`src/rtl/serial_word_deserializer.sv`:
```
// serial_word_deserializer
//   Receive end of the serial shift link. Collects a bit-serial stream,
//   MSB-first or LSB-first, into WIDTH-bit words. Each finished word is
//   presented through a one-entry valid/ready holding register. A word that
//   finishes while the holding register is still full is dropped, and the
//   sticky overrun flag is set.
//
//   Optional feature macro: PARITY_CHECK_EN
//     When defined, each frame carries WIDTH data bits followed by one even
//     parity bit. The parity bit is not stored in out_data. A parity_err
//     port is added; it is updated together with out_data.
//
// Ports
//   clk, reset       clock; asynchronous active-high reset
//   clear            synchronous flush; returns outputs to their reset values
//   bit_in/bit_valid serial bit, sampled on edges where bit_valid is high
//   msb_first        1: first bit lands in out_data[WIDTH-1]; 0: first bit lands in out_data[0]
//   out_data/out_valid/out_ready  holding register and its handshake
//   overrun          sticky flag: a completed word was dropped
//   bit_count        number of bits received so far in the current frame
//   parity_err       (PARITY_CHECK_EN only) parity mismatch on the held word
module serial_word_deserializer #(
  parameter int WIDTH = 8
) (
  input  logic                          clk,
  input  logic                          reset,
  input  logic                          clear,
  input  logic                          bit_in,
  input  logic                          bit_valid,
  input  logic                          msb_first,
  output logic [WIDTH-1:0]              out_data,
  output logic                          out_valid,
  input  logic                          out_ready,
  output logic                          overrun,
`ifdef PARITY_CHECK_EN
  output logic                          parity_err,
`endif
  output logic [$clog2(WIDTH+2)-1:0]    bit_count
);

  localparam int CW = $clog2(WIDTH+2);
`ifdef PARITY_CHECK_EN
  localparam int F = WIDTH + 1;
`else
  localparam int F = WIDTH;
`endif
  localparam logic [CW-1:0] LAST_IDX  = CW'(F - 1);
  localparam logic [CW-1:0] WIDTH_CNT = CW'(WIDTH);

  logic [WIDTH-1:0] sreg, shifted, word;
  logic             dir_q, dir, last, data_bit;

  // The first bit of a frame uses the live msb_first input.
  // Every later bit uses the direction latched on that first bit.
  assign dir     = (bit_count == '0) ? msb_first : dir_q;
  assign shifted = dir ? {sreg[WIDTH-2:0], bit_in} : {bit_in, sreg[WIDTH-1:1]};
  assign last    = bit_valid && (bit_count == LAST_IDX);

`ifdef PARITY_CHECK_EN
  logic perr_new;
  // The trailing parity bit is never shifted in.
  // The word is already complete in sreg when the parity bit arrives.
  assign data_bit = (bit_count < WIDTH_CNT);
  assign word     = sreg;
  assign perr_new = (^sreg) ^ bit_in;
`else
  assign data_bit = 1'b1;
  assign word     = shifted;
`endif

  always_ff @(posedge clk or posedge reset) begin
    if (reset) begin
      sreg      <= '0;
      dir_q     <= 1'b0;
      bit_count <= '0;
      out_data  <= '0;
      out_valid <= 1'b0;
      overrun   <= 1'b0;
`ifdef PARITY_CHECK_EN
      parity_err <= 1'b0;
`endif
    end else if (clear) begin
      sreg      <= '0;
      dir_q     <= 1'b0;
      bit_count <= '0;
      out_data  <= '0;
      out_valid <= 1'b0;
      overrun   <= 1'b0;
`ifdef PARITY_CHECK_EN
      parity_err <= 1'b0;
`endif
    end else begin
      if (bit_valid) begin
        if (bit_count == '0) dir_q <= msb_first;
        if (data_bit)        sreg  <= shifted;
        bit_count <= last ? '0 : bit_count + 1'b1;
      end
      if (last) begin
        // A completion takes priority over a plain pop.
        // If the consumer pops on the same edge, the new word replaces the old one.
        if (out_valid && !out_ready) begin
          overrun <= 1'b1;
        end else begin
          out_data  <= word;
          out_valid <= 1'b1;
`ifdef PARITY_CHECK_EN
          parity_err <= perr_new;
`endif
        end
      end else if (out_valid && out_ready) begin
        out_valid <= 1'b0;
      end
    end
  end

endmodule

```
`config.mk`:
```
export PLATFORM = sky130hd
export DESIGN_NAME = serial_word_deserializer
export DESIGN_NICKNAME = d
export VERILOG_FILES = /design/src/rtl/serial_word_deserializer.sv
export SDC_FILE = /design/constraint.sdc
export NUM_CORES = 1
export LEC_CHECK = 0
export CORE_UTILIZATION = 50
export CTS_BUF_LIST = sky130_fd_sc_hd__clkbuf_16
export CTS_CLUSTER_DIAMETER = 50
export DETAILED_ROUTE_END_ITERATION = 10
export PLACE_DENSITY = 0.76
export SYNTH_ARGS = -nofsm -noshare
export SYNTH_HDL_FRONTEND = slang
export SYNTH_SLANG_ARGS = --single-unit
```
`constraint.sdc`:
```
create_clock -name clk -period 2 [get_ports clk]
set_input_delay 0.4 -clock clk [delete_from_list [all_inputs] [get_ports clk]]
set_output_delay 0.4 -clock clk [all_outputs]
set_load 0.05 [all_outputs]
```
# Yosys cells after proc, flatten, opt, wreduce, memory -nomap -nowiden
# Cells that the tools add are included.
dict set report op_classes {
  addsub 1
  eq_ne 3
  muxes 19
  n_reduce_logical 12
}
# operator n
set op_table {}
lappend op_table {{$mux 8} 6}
lappend op_table {{$mux 4} 3}
lappend op_table {{$mux 1} 10}
lappend op_table {{$reduce_and 2->1} 3}
lappend op_table {{$reduce_bool 2->1} 3}
lappend op_table {{$add 4x1->4 const B} 1}
lappend op_table {{$eq 4x3->1 const B} 1}
lappend op_table {{$logic_not 4->1} 1}
lappend op_table {{$logic_and 1x1->1} 3}
lappend op_table {{$ne 3x3->1 const B} 1}
lappend op_table {{$reduce_bool 3->1} 1}
lappend op_table {{$ne 2x2->1 const B} 1}
lappend op_table {{$logic_not 1->1} 1}
dict set report totals {
  register_bits 23
  elab_cells 41
}

# Longest topological paths before layout
# Gate-level depths: netlist of run 1.
dict set report logic_depth {
  ltp_word 6
  depth_mapped 6
  ltp_nobuf 5
}

# Worst setup path after synthesis of run 1
# OpenSTA, ideal clock, no wires.
dict set report synth_path {
  path_type {register -> register}
  from {reg bit_count[0]}
  to {reg sreg[0]}
  setup_time_ns 0.087
  arrival_ns 1.759
  t_required_ns 1.913
  path_slack_ns 0.154
  stages_incl_launch_ff 7
  synth_period_minus_slack_ns 1.846
  cell_sequence {dfrtp_1 -> inv_1 -> ha_1 -> nor3b_2 -> buf_6 -> mux2_4 -> a211oi_2}
}
dict set report synth_via {
  elab_chain_len 5
}
# element line
set synth_lines {}
lappend synth_lines {{start: declaration} 38} ;# output logic [$clog2(WIDTH+2)-1:0] bit_count
lappend synth_lines {{start signal: assignment} 96} ;# bit_count <= last ? '0 : bit_count + 1'b1;
lappend synth_lines {{$logic_not 4->1} 55} ;# assign dir = (bit_count == '0) ? msb_first : dir_q;
lappend synth_lines {{$mux 1} --}
lappend synth_lines {{$mux 8} 56} ;# assign shifted = dir ? {sreg[WIDTH-2:0], bit_in} : {bit_in, sreg[WIDTH-1:1]};
lappend synth_lines {{$mux 8} 93} ;# if (bit_valid) begin
lappend synth_lines {{$mux 8} 82} ;# end else if (clear) begin
lappend synth_lines {{end signal: assignment} 95} ;# if (data_bit) sreg <= shifted;
lappend synth_lines {{end: declaration} 50} ;# logic [WIDTH-1:0] sreg, shifted, word;
# No other way between the ends. The select of a mux whose other input is x is not followed.
# A chain may end at the register's enable or synchronous reset.

# Worst setup path after layout of run 1
dict set report layout_path {
  from {reg bit_count[3]}
  to {out bit_count[3]}
}
# No word-level cell between the ends.

==> summary.txt, run 1 <==
TritonCTS Sinks = 23
R2R Setup Slk = 0.32 ns
cell internal pwr = 0.850 mW
height of the die = 52.6 um
Clock Tree Root = clkbuf_16
portion of synthesized cell area occupied by the leading cell type = 0.449
DPL Wire Length = 1.91 mm
warning count from the yosys run = 0
Core Footprint = 2320 um2
detail-routed via count per cell = 5.87
Worst-Skew Late Latency = 0.26 ns
Net Sw Frac = 0.259
filler instances = 183
RSZ-0062 raised after global routing = no
reported max-cap violation count = 0
P per Cell Area = 721 nW/um2
critical-path maximum fanout = 5
largest cells by area after synthesis = dfrtp_1 45%, mux2i_1 16%, mux2_4 4.7%
number of rows in the core area = 17
hold-fix buffers at CTS = 0
Clock Skew = 0.00204 ns
area used by multi-input combinational logic = 649 um2
post-synth net total = 115
highest clock frequency the design can meet = 516 MHz
Routed WL = 2.75 mm
number of vias in the routed layout = 921
fraction of layout cells with a size suffix above 1 = 0.209
pin count of the biggest net entering global routing = 24
effective utilization at floorplan = 0.553
sequential fraction of the synthesis area = 0.449
placed cell area = 1510 um2
die width = 52.6 um
depth of the worst register-to-register path = 6
# DRC = 0
FF+latch count, synth = 23
switching power total = 0.297 mW
wire length of the first global-routing pass = 4.52 mm
transition time at the pin with the least slew margin = 0.500 ns
placement-stage worst setup slack = 0.191 ns
RR Endpoint = sreg[2]$_DFFE_PP0P_
mapped cell area = 1280 um2
final critical-path setup slack = 0.0615 ns
average size of a mapped cell = 12.1 um2
Gates resized, CTS repair = 0
sum of negative setup slack = 0 ns
max-slew headroom at the worst pin = 0.665
critical path's slowest cell = clkdlybuf4s50_1
final number of max-transition violations = 0
critical path's top delay family = buffers and inverters
design area = 1590 um2
Cells after Synth = 106
Async S/R FF share, synth = 1.00
Total Die Area = 2770 um2
first-iteration detailed-routing DRC count = 11
Tot Pwr = 1.15 mW
total CTS buffers = 3
synthesis-to-finish area growth = 24.0%
antenna cells = 0
wire length per cell after detailed routing = 17.5 um
data arrival time of the critical path = 1.54 ns
number of enable flip-flop cells after synthesis = 0
clock power share = 0.374
max incr delay on CP = 0.84 ns
reg2reg start = bit_count[0]$_DFFE_PP0P_
critical path start-end classification = flop to primary output
kind of capture point of the worst setup path = primary output
worst hold path type = input pin to async pin
largest area contributor in the synthesized netlist = dfrtp_1
number of detailed-routing iterations run before antenna repair = 4
status = finished, final reports clean
Worst VDD drop = 0.000598 V
sum of buffers and inverters on the critical path = 1
vias in the first global route = 953
port bufs = 20
clock slew at reported path FFs = 0.06 ns
hold violation total from the final report = 0
commonest non-fill, non-tap cell in the layout = dfrtp_1
cell leakage power = 0.761 nW
Crit path required time = 1.60 ns
relative contribution of sequential cells to total power = 0.445
Netlist cell types = 31
chain of cells forming the critical path = clkdlybuf4s50_1
crit start category = flop
most used cells in the layout excluding fill and tap cells = 23 x dfrtp_1, 21 x mux2i_1, 18 x clkdlybuf4s50_1, 7 x nor2_1, 7 x buf_4
number of nets at the end of the flow = 139
crit share post-route = 0.969
initial antenna violation count = 0
combinational share of power = 0.181
top-level port count = 21
antenna viol nets, final = 0
TritonCTS clock tree = done
total of endpoints with negative setup slack in the final report = 0
clk buf depth = 2
final estimated routing congestion in global placement = 0.719
Final min period = 1.94 ns
CTS H-tree depth = 1
Remaining Overflow, GRT = 0
total area of sequential cells = 576 um2
global-route usage over all layers = 0.232
buffers inserted by post-CTS timing repair = 0
prevailing post-synth register cell = dfrtp_1
==> final cells by class <==
cell class | instances | share of cell area
Sequential cell | 23 | 0.362
Inverter | 5 | 0.0118
Timing Repair Buffer | 25 | 0.146
Tap cell | 28 | 0.0220
Multi-Input combinational cell | 72 | 0.408
Clock inverter | 1 | 0.00236
Clock buffer | 3 | 0.0472
==> synthesized netlist by cell type, drive strengths merged (2+ instances only) <==
cell and n:
nand3 2, o2bb2ai 5, a211oi 4, inv 5, o211a 4, xor2 2
buf 5, or2 4, dfrtp 23, o21ai 2, mux2i 21, a22o 4
nor2 7, ha 2, mux2 4
==> kinds of logic (layout without fill, tap and decap cells) <==
kind of cell,count (synthesis),count (layout),share of synthesized area
and+or+nand+nor,21,21,0.101
AOI/OAI and AO/OA,21,21,0.154
xor gates and xnor gates,3,3,0.0205
muxes,25,25,0.211
DFF,23,23,0.449
buffers and inverters,11,34,0.0449
adders and majority gates,2,2,0.0195
==> flip-flops by register name, indices dropped and copies added, names as in the netlist <==
signal,count
out_data,8
overrun,1
bit_count,4
dir_q,1
sreg,8
out_valid,1
==> stage by stage <==
step           hold WS (ns)   util  std cells
6_report              0.485  0.686        157
5_1_grt               0.504  0.686        157
4_1_cts               0.491  0.686        157
3_5_place_dp          0.473  0.652        153
3_3_place_gp          0.473  0.652        153
2_1_floorplan         0.402      -        106
==> per-layer routing <==
metal / track usage / vias up / part of all wire
met2: 0.357 / 24 / 0.47
met4: 0.127 / 0 / 0.032
met5: 0 / - / 0
met3: 0.0435 / 9 / 0.028
li1: - / 440 / -
met1: 0.306 / 448 / 0.47
==> worst max-delay path by stage <==
| stage | cells after the start | slack (ns) | startpoint | to |
|---|---|---|---|---|
| 2_1_floorplan | 6 | 0.15 | bit_count[0]$_DFFE_PP0P_ | sreg[0]$_DFFE_PP0P_ |
| 4_1_cts | 1 | 0.05 | bit_count[3]$_DFFE_PP0P_ | bit_count[3] |
| 3_5_place_dp | 4 | 0.19 | clear | out_data[4]$_DFFE_PP0P_ |
| 6_report | 1 | 0.06 | bit_count[3]$_DFFE_PP0P_ | bit_count[3] |
| 5_1_grt | 1 | 0.03 | bit_count[3]$_DFFE_PP0P_ | bit_count[3] |
| 3_3_place_gp | 4 | 0.23 | clear | out_data[4]$_DFFE_PP0P_ |
==> tightest hold or removal path, stage by stage <==
cell and delay [ns]:
clkdlybuf4s50_1 0.39, inv_1 0.05, buf_4 0.29
==> power groups by stage <==
stage | logic, mW | registers, mW | clock network, mW
finish | 0.207 | 0.510 | 0.429
global route | 0.225 | 0.513 | 0.451
CTS | 0.208 | 0.510 | 0.437
detailed placement | 0.207 | 0.519 | 0
global placement | 0.203 | 0.516 | 0
floorplan | 0.150 | 0.522 | 0
No activity file was read; power rests on OpenSTA's default activity.
==> run 2, diff against run 1 <==
CORE_UTILIZATION = 47   (was 50)
GPL_ROUTABILITY_DRIVEN = 1   (was unset)
PLACE_DENSITY = 0.74   (was 0.76)
SETUP_SLACK_MARGIN = 0.5   (was unset)
clock period = 1.6 ns   (was 2 ns; I/O delays follow)
==> run 2 against run 1 <==
Clock power rose by 26%; combinational power is 82% higher; sequential share of layout area fell by 7.2 points; final cell count up 15%; clock skew grew 0.0045 ns; critical path type is now flop to flop; largest cell class unchanged; highest routed layer unchanged.
==> summary.txt, run 2 (synthesized netlist as in run 1, its figures left out) <==
total area of sequential cells = 582 um2
cell internal pwr = 1.14 mW
hold-fix buffers at CTS = 0
TritonCTS Sinks = 23
fraction of layout cells with a size suffix above 1 = 0.543
Remaining Overflow, GRT = 0
critical-path maximum fanout = 6
Total Die Area = 2940 um2
highest clock frequency the design can meet = 636 MHz
CTS H-tree depth = 1
port bufs = 20
status = finished, final reports clean
final estimated routing congestion in global placement = 0.789
Crit path required time = 1.79 ns
wire length per cell after detailed routing = 18.9 um
number of rows in the core area = 18
Fin Hold WS = 0.403 ns
crit start category = flop
initial antenna violation count = 0
clock slew at reported path FFs = 0.06 ns
reported max-cap violation count = 0
clk buf depth = 2
critical path start-end classification = flop to flop
effective utilization at floorplan = 0.508
area used by multi-input combinational logic = 766 um2
vias in the first global route = 1,134
data arrival time of the critical path = 1.76 ns
Worst-Skew Late Latency = 0.26 ns
DPL Wire Length = 2.03 mm
detail-routed via count per cell = 5.80
crit share post-route = 0.983
chain of cells forming the critical path = inv_2, ha_4, nor3b_4, buf_4, mux2i_2, a22o_1
switching power total = 0.412 mW
global-route usage over all layers = 0.266
Routed WL = 3.42 mm
filler instances = 144
max incr delay on CP = 0.43 ns
antenna viol nets, final = 0
clock power share = 0.347
top-level port count = 21
Tot Pwr = 1.56 mW
antenna cells = 0
sum of buffers and inverters on the critical path = 2
RSZ-0062 raised after global routing = yes
kind of capture point of the worst setup path = flop
Worst VDD drop = 0.000811 V
worst hold path type = input pin to async pin
TritonCTS clock tree = done
pin count of the biggest net entering global routing = 24
transition time at the pin with the least slew margin = 0.454 ns
total of endpoints with negative setup slack in the final report = 0
Core Footprint = 2520 um2
# DRC = 0
final number of max-transition violations = 0
synthesis-to-finish area growth = 56.6%
height of the die = 54.2 um
final standard cell utilization of the core = 0.796
Net Sw Frac = 0.265
critical path's slowest cell = dfrtp_2
max-slew headroom at the worst pin = 0.697
Clock Tree Root = clkbuf_16
Final min period = 1.57 ns
relative contribution of sequential cells to total power = 0.410
combinational share of power = 0.243
hold violation total from the final report = 0
biggest regs = out_data: 8 flops, sreg: 8 flops, bit_count: 4 flops
die width = 54.2 um
Clock Skew = 0.00658 ns
wire length of the first global-routing pass = 5.35 mm
P per Cell Area = 775 nW/um2
total CTS buffers = 3
critical path's top delay family = flip-flops
number of nets at the end of the flow = 161
number of vias in the routed layout = 1,050
cell leakage power = 0.940 nW
most used cells in the layout excluding fill and tap cells = 18 x mux2i_1, 18 x dfrtp_1, 18 x buf_6, 16 x buf_4, 7 x nor2_1
number of detailed-routing iterations run before antenna repair = 4
first-iteration detailed-routing DRC count = 19
## run 2: cell types whose count changed in the layout (fill, tap and decap cells not counted), moves of 5 or more
cell and change:
dfrtp_2 +5, buf_4 +9, buf_6 +18, clkdlybuf4s50_1 -15
dfrtp_1 -5
## run 2: final timing paths
kind | start | endpoint | slack, ns | cells past startpoint
max in group asynchronous | reset | bit_count[1]$_DFFE_PP0P_ | 0.94 | 3
max | bit_count[0]$_DFFE_PP0P_ | out_data[7]$_DFFE_PP0P_ | 0.03 | 6
min | reset | overrun$_DFFE_PP0P_ | 0.40 | 3
min reg2reg | out_data[2]$_DFFE_PP0P_ | out_data[2]$_DFFE_PP0P_ | 0.52 | 1
min in group clk | out_data[2]$_DFFE_PP0P_ | out_data[2]$_DFFE_PP0P_ | 0.52 | 1
max reg2reg | bit_count[0]$_DFFE_PP0P_ | out_data[7]$_DFFE_PP0P_ | 0.03 | 6
## run 2: power by group through the flow
stage / combinational [mW] / clock [mW] / sequential (mW)
finish: 0.377 / 0.540 / 0.638
global placement: 0.292 / 0 / 0.645
floorplan: 0.192 / 0 / 0.654
CTS: 0.374 / 0.546 / 0.636
global route: 0.402 / 0.569 / 0.639
detailed placement: 0.305 / 0 / 0.648
## run 2: tightest hold or removal path: cells and delay by family
kind     cells  cell delay [ns]
buf+inv      3             0.73
## run 2: layer usage
metal,part of all wire,vias to the layer above,wire [um],GRT usage
met4,0.019,0,65,0.141
li1,-,483,-,-
met1,0.42,534,1450,0.314
met2,0.52,25,1780,0.451
met3,0.035,8,120,0.0528
met5,0,-,0,0
## run 2: layout make-up
type,instances,share of cell area
sequential,23,0.290
multi-input combinational,72,0.381
timing repair buffer,47,0.260
clock inverter,1,0.00374
clock buffer,3,0.0374
inverter,5,0.00935
tap,30,0.0187
## run 2: repair_timing
item | 4_1_cts | 5_1_grt
endpoints found under the setup margin | 37 | 35
endpoints found under the hold margin | 0 | 0
setup buffers | 11 | 3
gates cloned | 1 | 0
pin swaps | 6 | 5
resized for setup | 38 | 7
## run 2: per-stage QoR
step           setup slack [ns]  std cells  setup TNS [ns]  cell area (um2)
4_1_cts                  0.0313        178               0             1950
3_5_place_dp             -0.129        162          -0.546             1600
3_3_place_gp            -0.0759        162          -0.216             1600
6_report                 0.0280        181               0             2010
5_1_grt                 -0.0347        181          -0.162             2010
2_1_floorplan           -0.0170        106         -0.0679             1300
==> edit (config.mk and constraints of run 1) <==
Put one more register stage on the output `overrun`, with the module's reset. The value now appears one clock later. The other outputs are not delayed to match.
--- a/src/rtl/serial_word_deserializer.sv
+++ b/src/rtl/serial_word_deserializer.sv
@@ -49,2 +49,4 @@
 
+  logic overrun_s0;
+
   logic [WIDTH-1:0] sreg, shifted, word;
@@ -77,3 +79,3 @@
       out_valid <= 1'b0;
-      overrun   <= 1'b0;
+      overrun_s0 <= 1'b0;
 `ifdef PARITY_CHECK_EN
@@ -87,3 +89,3 @@
       out_valid <= 1'b0;
-      overrun   <= 1'b0;
+      overrun_s0 <= 1'b0;
 `ifdef PARITY_CHECK_EN
@@ -101,3 +103,3 @@
         if (out_valid && !out_ready) begin
-          overrun <= 1'b1;
+          overrun_s0 <= 1'b1;
         end else begin
@@ -115,2 +117,10 @@
 
+  always_ff @(posedge clk or posedge reset) begin
+    if (reset) begin
+      overrun <= '0;
+    end else begin
+      overrun <= overrun_s0;
+    end
+  end
+
 endmodule
Formal check against the unedited RTL: same outputs for any inputs over 10 cycles, from zero or initial values and one cycle with reset high; that may be too few to reach the edited logic, so the function may still have changed.
==> edit against run 1 <==
Cell count increased by 8.3%. Core utilization increased by 0.11 points. Clock power about the same. Wire length decreased by 3.8%. Setup slack improved by 0.036 ns. Critical path type unchanged. Sequential share of layout area increased by 1.5 points. Register-to-register slack improved by 0.05 ns. Area after synthesis about the same. Count of clock-buffer cells in the layout unchanged. Design area increased by 0.16%. Power decreased by 4.0%. Critical path depth unchanged. Sequential cell count increased by 1. Hold slack got worse by 0.11 ns.
==> edit: results (changes against run 1) <==
- Ranking of synthesized cells by area: dfrtp_1, mux2i_1, mux2_4, o22ai_1, nand2_1 (was dfrtp_1, mux2i_1, mux2_4, a211oi_2, o2bb2ai_1)
- Status: finished, final reports clean (unchanged)
- DP Worst Slack: 0.210 ns (was 0.191 ns)
- Layout Skew: 0.00388 ns (was 0.00204 ns)
- Slew headroom: 67.0% (was 66.5%)
- Met3 wire length: 80 um (was 77 um)
- Seq/Total Area, Yosys: 46.8% (was 44.9%)
- Slowest-stage cell, CP: clkdlybuf4s50_1 (unchanged)
- Data arrival, critical path: 1.50 ns (was 1.54 ns)
- Top sig layer: met4 (unchanged)
- Hpwl dp: 1.83 mm (was 1.91 mm)
- Fillcell total: 190 (was 183)
- DP Area: 1510 sq um (about the same)
- Iter 0 DRT Violations: 17 (was 11)
- Yosys warns: 0 (unchanged)
- Netlist cell types: 26 (was 31)
- Worst-path fanout max: 6 (was 5)
- Crit path launch: bit_count[3] (unchanged)
- Routability cong.: 0.776 (was 0.719)
- Router iterations before antenna repair: 4 (unchanged)
- PortBufs: 20 (unchanged)
- Met2 Use GR: 35.0% (was 35.7%)
- Top FF cell, synth: dfrtp_1 (unchanged)
- Reg2reg end: sreg[5] (was sreg[2])
- Max Root-Sink Buffers: 2 (unchanged)
- Clk_lat worst skew: 0.26 ns (about the same)
- Post-CTS setup buffers: 0 (unchanged)
- Leak pwr: 0.703 nW (was 0.761 nW)
- DR WL met2: 1.28 mm (was 1.29 mm)
- Global routing usage on met3: 4.64% (was 4.35%)
- Metal-1 WL: 1.24 mm (was 1.29 mm)
- Top delay family on crit path: buffers and inverters (unchanged)
- Synthesized netlist cell count: 119 (was 106)
- Met1 Usage GRT: 30.7% (was 30.6%)
- Largest net degree at the start of global routing: 25 (was 24)
- Vias per cell: 5.64 (was 5.87)
- Reg2reg start: bit_count[0] (unchanged)
- Clock transition at path regs: 0.06 ns (about the same)
- Syn_nets: 128 (was 115)
- Max H-tree Level: 1 (unchanged)
- FF-to-FF setup slack: 0.37 ns (was 0.32 ns)
- WL per Instance: 15.5 um (was 17.5 um)
- Number of global-route vias before repair: 934 (was 953)
- Final #Nets: 152 (was 139)
- Regs by FF count: out_data x8, sreg x8, bit_count x4 (unchanged)
- Ys async rst share: 100% (unchanged)
- Most frequent cells after synthesis: dfrtp_1, nand2_1, mux2i_1 (was dfrtp_1, mux2i_1, nor2_1)
- Crit path to: bit_count[3] (unchanged)
- First-pass GRT wire length: 4.41 mm (was 4.52 mm)
- Count of final setup violators: 0 (unchanged)
- Non-Filler Instances: 170 (was 157)
- Layout cell share with drive strength beyond 1: 15.5% (was 20.9%)
- Initial antenna violation count: 0 (unchanged)
- WHS Path Cells: 0
- Peak VDD IR: 0.478 mV (was 0.598 mV)
- Gr usage total: 22.8% (was 23.2%)
- Min-Delay Path Class: flip-flop to flip-flop (was input port to async pin)
- Tightest Pin Transition: 0.494 ns (was 0.500 ns)
[edit: changes by cell type after synthesis, sizes merged, moves of 2 or more]
cell     before  now
a211oi        4    0
a21oi         1    4
a22o          4    0
inv           5    3
mux2          4    8
mux2i        21   17
nand2         1   19
o211a         4    0
o22ai         0   15
o2bb2ai       5    0
or2           4    0
[edit: cell families after synthesis]
group           Yosys count  synth area share (%)
compound gates           21                  10.0
xor+xnor                  2                  1.36
fa+ha+maj                 2                  1.95
buf+inv                  11                  4.68
flops                    24                  46.8
mux                      25                  22.6
simple gates             34                  12.6
[edit: worst min-delay path by stage]
stage,startpoint,endpoint,slack [ns]
finish,overrun_s0,overrun,0.38
global route,overrun_s0,overrun,0.40
CTS,overrun_s0,overrun,0.38
detailed placement,overrun_s0,overrun,0.37
global placement,overrun_s0,overrun,0.37
floorplan,overrun_s0,overrun,0.35
[edit: final cells by class]
cell class | instances | area, sq um | share of cell area (%)
flip-flops and latches | 24 | 601 | 37.7
repair buffers | 26 | 240 | 15.1
well taps | 28 | 35.0 | 2.20
clock buffers | 3 | 75.1 | 4.71
clock inverters | 1 | 3.75 | 0.236
inverters | 4 | 15.0 | 0.943
multi-input cells | 84 | 623 | 39.1
[edit: where the power goes]
part           switching, mW  internal (mW)
Clock                  0.163          0.267
Sequential            0.0165          0.495
Combinational         0.0864         0.0731
[edit: worst reg2reg max path: cells and delay by family, from the launching register on]
family / cells / cell delay (ns)
and+or+nand+nor: 1 / 0.15
adders and majority gates: 1 / 0.13
AOI/OAI and AO/OA: 1 / 0.18
buffers and inverters: 2 / 0.32
DFF: 1 / 0.43
muxes: 1 / 0.34
